===== src/rtl/execute_md.sv =====
// Execute stage: two-source forwarding, integer ALU and an iterative radix-2 mul/div unit with upstream stall.
// Optional: EXECUTE_MD_FAST_MUL_EN gives single-cycle multiplies; divides stay iterative.
module execute_md #(
  parameter int XLEN  = 32,
  parameter int CNT_W = $clog2(XLEN) + 1
) (
  input  logic            clk,
  input  logic            rst_n,
  input  logic            pipe_flush,
  input  logic            id_ex__valid,
  input  logic [XLEN-1:0] id_ex__rs1_rdata,
  input  logic [XLEN-1:0] id_ex__rs2_rdata,
  input  logic [XLEN-1:0] id_ex__imm,
  input  logic [XLEN-1:0] id_ex__pc,
  input  logic [1:0]      id_ex__alu_a_src,
  input  logic            id_ex__alu_b_src,
  input  logic [3:0]      id_ex__alu_op,
  input  logic            id_ex__md_en,
  input  logic [2:0]      id_ex__md_op,
  input  logic [4:0]      id_ex__rs1_addr,
  input  logic [4:0]      id_ex__rs2_addr,
  input  logic [4:0]      ex_mb__rd_addr,
  input  logic [4:0]      mb_wb__rd_addr,
  input  logic            ex_mb__rd_wen,
  input  logic            mb_wb__rd_wen,
  input  logic [XLEN-1:0] wb_id__rd_wdata,
  output logic            ex_stall,
  output logic            ex_mb__valid,
  output logic [XLEN-1:0] ex_mb__alu_y,
  output logic            ex_mb__alu_zero,
  output logic [XLEN-1:0] ex_mb__pc,
  output logic [XLEN-1:0] ex_mb__pc_4,
  output logic [XLEN-1:0] ex_mb__rs1_rdata,
  output logic [XLEN-1:0] ex_mb__rs2_rdata
);
  localparam int SH_W = $clog2(XLEN);
  localparam logic [3:0] OP_ADD = 4'd0, OP_SUB = 4'd1, OP_SLL = 4'd2, OP_SLT = 4'd3,
                         OP_SLTU = 4'd4, OP_XOR = 4'd5, OP_SRL = 4'd6, OP_SRA = 4'd7,
                         OP_OR = 4'd8, OP_AND = 4'd9, OP_PASSB = 4'd10;

  typedef enum logic [1:0] {IDLE, BUSY, DONE} state_t;
  state_t state;

  logic [XLEN-1:0] rs1_fwd, rs2_fwd, alu_a, alu_b, alu_y;

  function automatic logic [XLEN-1:0] fwd(input logic [4:0] addr, input logic [XLEN-1:0] rf);
    if (ex_mb__rd_wen && ex_mb__rd_addr != 5'd0 && ex_mb__rd_addr == addr) return ex_mb__alu_y;
    if (mb_wb__rd_wen && mb_wb__rd_addr != 5'd0 && mb_wb__rd_addr == addr) return wb_id__rd_wdata;
    return rf;
  endfunction

  assign rs1_fwd = fwd(id_ex__rs1_addr, id_ex__rs1_rdata);
  assign rs2_fwd = fwd(id_ex__rs2_addr, id_ex__rs2_rdata);

  always_comb begin
    case (id_ex__alu_a_src)
      2'd0:    alu_a = '0;
      2'd1:    alu_a = id_ex__pc;
      2'd2:    alu_a = rs1_fwd;
      default: alu_a = '1;
    endcase
    alu_b = id_ex__alu_b_src ? rs2_fwd : id_ex__imm;
  end

  always_comb begin
    case (id_ex__alu_op)
      OP_ADD:   alu_y = alu_a + alu_b;
      OP_SUB:   alu_y = alu_a - alu_b;
      OP_SLL:   alu_y = alu_a << alu_b[SH_W-1:0];
      OP_SLT:   alu_y = XLEN'($signed(alu_a) < $signed(alu_b));
      OP_SLTU:  alu_y = XLEN'(alu_a < alu_b);
      OP_XOR:   alu_y = alu_a ^ alu_b;
      OP_SRL:   alu_y = alu_a >> alu_b[SH_W-1:0];
      OP_SRA:   alu_y = $signed(alu_a) >>> alu_b[SH_W-1:0];
      OP_OR:    alu_y = alu_a | alu_b;
      OP_AND:   alu_y = alu_a & alu_b;
      OP_PASSB: alu_y = alu_b;
      default:  alu_y = '0;
    endcase
  end

  // Operand sign handling: the datapath works on magnitudes, signs are re-applied in DONE.
  logic            a_sgn, b_sgn, a_neg, b_neg, accept;
  logic [XLEN-1:0] a_mag, b_mag;
  assign a_sgn  = (id_ex__md_op == 3'd1) | (id_ex__md_op == 3'd2) | (id_ex__md_op == 3'd4) | (id_ex__md_op == 3'd6);
  assign b_sgn  = (id_ex__md_op == 3'd1) | (id_ex__md_op == 3'd4) | (id_ex__md_op == 3'd6);
  assign a_neg  = a_sgn & rs1_fwd[XLEN-1];
  assign b_neg  = b_sgn & rs2_fwd[XLEN-1];
  assign a_mag  = a_neg ? -rs1_fwd : rs1_fwd;
  assign b_mag  = b_neg ? -rs2_fwd : rs2_fwd;
  assign accept = (state == IDLE) & id_ex__valid & id_ex__md_en & ~pipe_flush;
  assign ex_stall = ~pipe_flush & ((state == BUSY) | accept);

  logic [2:0]       op_q;
  logic             neg_q, aneg_q, dz_q;
  logic [XLEN-1:0]  opd_q, hi_q, lo_q, hi_nx, lo_nx;
  logic [CNT_W-1:0] cnt_q;
  logic [XLEN:0]    sum, shl, diff;

  // Multiply: {hi,lo} shift-add with lo holding the multiplier. Divide: restoring, hi = remainder, lo = quotient.
  always_comb begin
    sum   = {1'b0, hi_q} + (lo_q[0] ? {1'b0, opd_q} : '0);
    shl   = {hi_q, lo_q[XLEN-1]};
    diff  = shl - {1'b0, opd_q};
    hi_nx = sum[XLEN:1];
    lo_nx = {sum[0], lo_q[XLEN-1:1]};
    if (op_q[2]) begin
      hi_nx = diff[XLEN] ? shl[XLEN-1:0] : diff[XLEN-1:0];
      lo_nx = {lo_q[XLEN-2:0], ~diff[XLEN]};
    end
  end

  logic [2*XLEN-1:0] prod, prod_s;
  logic [XLEN-1:0]   quot, remd, md_res;
  always_comb begin
    prod   = {hi_q, lo_q};
    prod_s = neg_q ? -prod : prod;
    quot   = dz_q ? '1 : (neg_q ? -lo_q : lo_q);
    remd   = aneg_q ? -hi_q : hi_q;
    case (op_q)
      3'd0:       md_res = prod_s[XLEN-1:0];
      3'd4, 3'd5: md_res = quot;
      3'd6, 3'd7: md_res = remd;
      default:    md_res = prod_s[2*XLEN-1:XLEN];
    endcase
  end

`ifdef EXECUTE_MD_FAST_MUL_EN
  logic [2*XLEN-1:0] fast_prod;
  assign fast_prod = {{XLEN{1'b0}}, a_mag} * {{XLEN{1'b0}}, b_mag};
`endif

  always_ff @(posedge clk) begin
    if (!rst_n) begin
      state <= IDLE;  cnt_q <= '0;
      op_q <= '0;  neg_q <= 1'b0;  aneg_q <= 1'b0;  dz_q <= 1'b0;
      opd_q <= '0;  hi_q <= '0;  lo_q <= '0;
      ex_mb__valid <= 1'b0;  ex_mb__alu_y <= '0;  ex_mb__alu_zero <= 1'b0;
      ex_mb__rs1_rdata <= '0;  ex_mb__rs2_rdata <= '0;
      ex_mb__pc <= '1;  ex_mb__pc_4 <= '1;
    end else if (pipe_flush) begin
      state <= IDLE;  cnt_q <= '0;
      ex_mb__valid <= 1'b0;  ex_mb__pc <= '1;  ex_mb__pc_4 <= '1;
    end else begin
      ex_mb__pc        <= id_ex__pc;
      ex_mb__pc_4      <= id_ex__pc + XLEN'(4);
      ex_mb__rs1_rdata <= rs1_fwd;
      ex_mb__rs2_rdata <= rs2_fwd;
      case (state)
        IDLE: if (accept) begin
          op_q   <= id_ex__md_op;
          neg_q  <= a_neg ^ b_neg;
          aneg_q <= a_neg;
          dz_q   <= (rs2_fwd == '0);
          hi_q   <= '0;
          opd_q  <= id_ex__md_op[2] ? b_mag : a_mag;
          lo_q   <= id_ex__md_op[2] ? a_mag : b_mag;
          cnt_q  <= CNT_W'(XLEN);
          state  <= BUSY;
          ex_mb__valid <= 1'b0;
`ifdef EXECUTE_MD_FAST_MUL_EN
          if (!id_ex__md_op[2]) begin
            {hi_q, lo_q} <= fast_prod;
            cnt_q <= '0;
            state <= DONE;
          end
`endif
        end else begin
          ex_mb__valid    <= id_ex__valid;
          ex_mb__alu_y    <= alu_y;
          ex_mb__alu_zero <= (alu_y == '0);
        end
        BUSY: begin
          hi_q  <= hi_nx;
          lo_q  <= lo_nx;
          cnt_q <= cnt_q - CNT_W'(1);
          ex_mb__valid <= 1'b0;
          if (cnt_q == CNT_W'(1)) state <= DONE;
        end
        DONE: begin
          ex_mb__valid    <= 1'b1;
          ex_mb__alu_y    <= md_res;
          ex_mb__alu_zero <= (md_res == '0);
          state           <= IDLE;
        end
        default: state <= IDLE;
      endcase
    end
  end
endmodule


===== config.mk =====
export PLATFORM = sky130hd
export DESIGN_NAME = execute_md
export DESIGN_NICKNAME = d
export VERILOG_FILES = /design/src/rtl/execute_md.sv
export SDC_FILE = /design/constraint.sdc
export NUM_CORES = 2
export LEC_CHECK = 0
export ABC_AREA = 1
export BUFFER_PORTS_ARGS = -buffer_cell sky130_fd_sc_hd__buf_2
export CELL_PAD_IN_SITES_DETAIL_PLACEMENT = 2
export CELL_PAD_IN_SITES_GLOBAL_PLACEMENT = 2
export CORE_MARGIN = 4
export CORE_UTILIZATION = 34
export CTS_CLUSTER_DIAMETER = 100
export CTS_CLUSTER_SIZE = 24
export DETAILED_ROUTE_END_ITERATION = 6
export PLACE_DENSITY = 0.95
export REMOVE_ABC_BUFFERS = 1
export SLEW_MARGIN = 25
export SYNTH_ARGS = -nofsm -noshare
export SYNTH_HDL_FRONTEND = slang
export SYNTH_SLANG_ARGS = --single-unit
export TNS_END_PERCENT = 30

===== constraint.sdc =====
create_clock -name clk -period 6.9 [get_ports clk]
set_input_delay 1.035 -clock clk [delete_from_list [all_inputs] [get_ports clk]]
set_output_delay 1.035 -clock clk [all_outputs]
set_load 0.02 [all_outputs]

==> run metrics <==
outcome finished clean; fill cell count 11891; final cell count without fillers 7019; post-synth top area share 16.9%; synthesized area 32000 µm²; reg2reg start ex_mb__alu_y[0]; worst skew pair latency 640 ps; boundary pin count 360; Rows about 110; CTS H-tree depth 1; post-CTS resize count 0; r2r worst-path depth 26; Vias 44429; Yosys reg bits 270; layout cell share with drive strength beyond 1 between 10% and 20%; fin crit period 6330 ps; GRT Util Overall 43.3%; die area 99200 µm²; DRT antenna net count 0; Bufs on Longest Clock Path 3; endpoints failing setup 0; CP Class input pin to flop; initial antenna violation count 26; grt ovf 0; Lkg Pwr 0.0179 µW; Crit Reg-Reg Endpoint ex_mb__alu_zero; Root Buffer clkbuf_16; top cells by area, synth dfxtp_1 17%, nand2_1 15%, nand3_1 9.6%; Worst Path Required 7450 ps; CTS Hold Bufs 0; Routed WL per cell 32.1 µm; first-pass GRT wire length 322000 µm; Placed Cells 6956; post-synthesis cell type count approximately 70; final hold viol count 0; Worst-path clk slew 90 ps; Worst R2R Setup Slack around 1700 ps; Post-CTS Setup Bufs 0; Post-synth EDFFs 0; die height 315 µm; TritonCTS clock tree yes; Mean Syn Cell Area 5.79 µm²; Worst Path Arrival 6880 ps; max_slew headroom 24.7%; Critical Path End Type flop; fin util 38.5%; Vias/cell 6.33; first drt pass iteration count 6; Port Buffers about 360; Post-synth ARST share 0%; Worst Hold Path Cells 2; Num Clock Sinks 270; total of max-cap violations 0; Synth Flop Type dfxtp_1; Yosys top cell by area dfxtp_1; RSZ-0062 raised after global routing no; Die X 315 µm; final critical-path share of the clock period around 90%; sequential area share after synthesis between 10% and 20%; total core area 93300 µm²; largest net degree at the start of global routing 86; Worst Tran Pin Value 1130 ps; vias in the first global route ~47000; Max Slew Vio Count 0; VDD IR-drop max 177 µV; post-synthesis cell count 5532; startpoint types input pin; Hold Slack around 490 ps; highest net fanout along the worst path 25; Synth Warn # 0; Worst setup endpoint ex_mb__alu_y[30]; final WL 225000 µm; Final nets slightly above 6000; Initial Util about 34%; Layout Area Growth over Synthesis 12.2%; Worst Skew 36.6 ps; Initial DRC Count 4935; Worst Hold Class flop to flop; Crit. Startpoint id_ex__rs2_addr[1]; Peak Freq roughly 160 MHz; number of buffers created by CTS 26; Setup TNS 0 ps; DRC viols 0; hpwl dp 182000 µm; Placer Congestion 1.06; Pwr per Cell Area 184 nW/µm²
[layer usage]
layer	vias up	GRT usage (%)	wire, µm
met3	901	11.8	23700
met2	2598	69.0	98700
met5	-	0	129
met4	20	30.5	19800
li1	18836	-	-
met1	22074	50.3	82900
[stage by stage]
| stage | instance area [µm²] | setup slack, ps | total power (µW) |
|---|---|---|---|
| 3_3_place_gp | 35000 | 343 | 4570 |
| 6_report | 36000 | 566 | 6610 |
| 3_5_place_dp | 35000 | 179 | 4720 |
| 5_1_grt | 35900 | 310 | 6800 |
| 4_1_cts | 35900 | 833 | 6470 |
| 2_1_floorplan | 30700 | -1530 | 3380 |
[cells in the final DEF, fill, tap and decap left out, types with 27 or more instances in the layout]
cell type     n
o21ai_0     366
o211ai_1    164
o21ai_2      27
nand2_1    1319
a31oi_1      55
or2_2        29
o21ai_1      48
xnor2_1      31
xor2_1      108
nor3_1       71
nor2_1      422
inv_2        55
dfxtp_1     269
buf_2       358
ha_1        176
nand4_1      54
inv_1       657
buf_4       100
nand3_1     614
clkbuf_16    27
a21oi_1     447
[where the power goes]
| part | leakage (µW) | internal [µW] | total, µW | switching, µW |
|---|---|---|---|---|
| sequential | 0.00221 | 1640 | 1750 | 107 |
| clock | 0.000463 | 818 | 1750 | 935 |
| combinational | 0.0152 | 785 | 3110 | 2330 |
| total | 0.0179 | 3240 | 6610 | 3370 |
[critical path: stages]
cell     delay [ps]
buf_2           120
xnor2_1         200
nand2_1         100
nor2_2          150
nand3_4         440
buf_4           350
o21ai_2         290
nand2_1         200
o21ai_1         230
inv_1            90
ha_1            470
inv_1           140
a21oi_1         310
o21ai_0         180
a21oi_1         260
nand3_1         280
a21o_1          270
a21oi_1         380
o21ai_0         150
nand2_1          80
nand3_1          90
nand3_1         160
nor2_1          100
a21oi_1         370
o21ai_0         210
a21oi_1         150
[kinds of logic (layout without fill, tap and decap cells)]
family                   after synthesis  in the layout  share of synthesized area, %
AO/OA/AOI/OAI                       1286           1286                          23.6
XOR/XNOR                             140            140                          3.85
adder cells (fa/ha/maj)              180            180                          7.12
buffers and inverters               1016           1234                          12.7
flip-flops                           270            270                          16.9
other                                  0             15                             0
AND/OR/NAND/NOR                     2640           2640                          35.9
[flip-flops by register name, indices dropped and copies added (netlist names), 30 cells and up]
signal / count
ex_mb__rs1_rdata: 32
hi_q: 32
lo_q: 32
ex_mb__rs2_rdata: 32
opd_q: 32
ex_mb__alu_y: 32
ex_mb__pc: 32
ex_mb__pc_4: 30
[final cells by class]
cell class                      instances  area (µm²)  area share [%]
Antenna cell                           15        37.5           0.104
Clock buffer                           27         676            1.88
Clock inverter                         21         280           0.780
Inverter                              722        2720            7.55
Multi-Input combinational cell       4246       22600            62.9
Sequential cell                       270        5410            15.0
Tap cell                             1254        1570            4.36
Timing Repair Buffer                  464        2660            7.41
[synth_stat cells (72+ instances only)]
| cell | instances |
|---|---|
| nand2_1 | 1320 |
| inv_1 | 662 |
| nand3_1 | 614 |
| a21oi_1 | 447 |
| nor2_1 | 428 |
| o21ai_0 | 368 |
| dfxtp_1 | 270 |
| clkbuf_1 | 180 |
| ha_1 | 176 |
| o211ai_1 | 164 |
| xor2_1 | 108 |
| nor3_1 | 72 |
[how the worst min path moves through the flow]
stage / from / endpoint / slack (ps)
global route: ex_mb__rs2_rdata[27] / ex_mb__rs2_rdata[27] / 520
CTS: ex_mb__rs2_rdata[27] / ex_mb__rs2_rdata[27] / 500
global placement: ex_mb__rs2_rdata[27] / ex_mb__rs2_rdata[27] / 460
detailed placement: ex_mb__rs2_rdata[17] / ex_mb__rs2_rdata[17] / 470
finish: ex_mb__rs1_rdata[21] / ex_mb__rs1_rdata[21] / 490
floorplan: cnt_q[3] / cnt_q[3] / 460
Note: power is estimated with default switching activity, not from simulation.
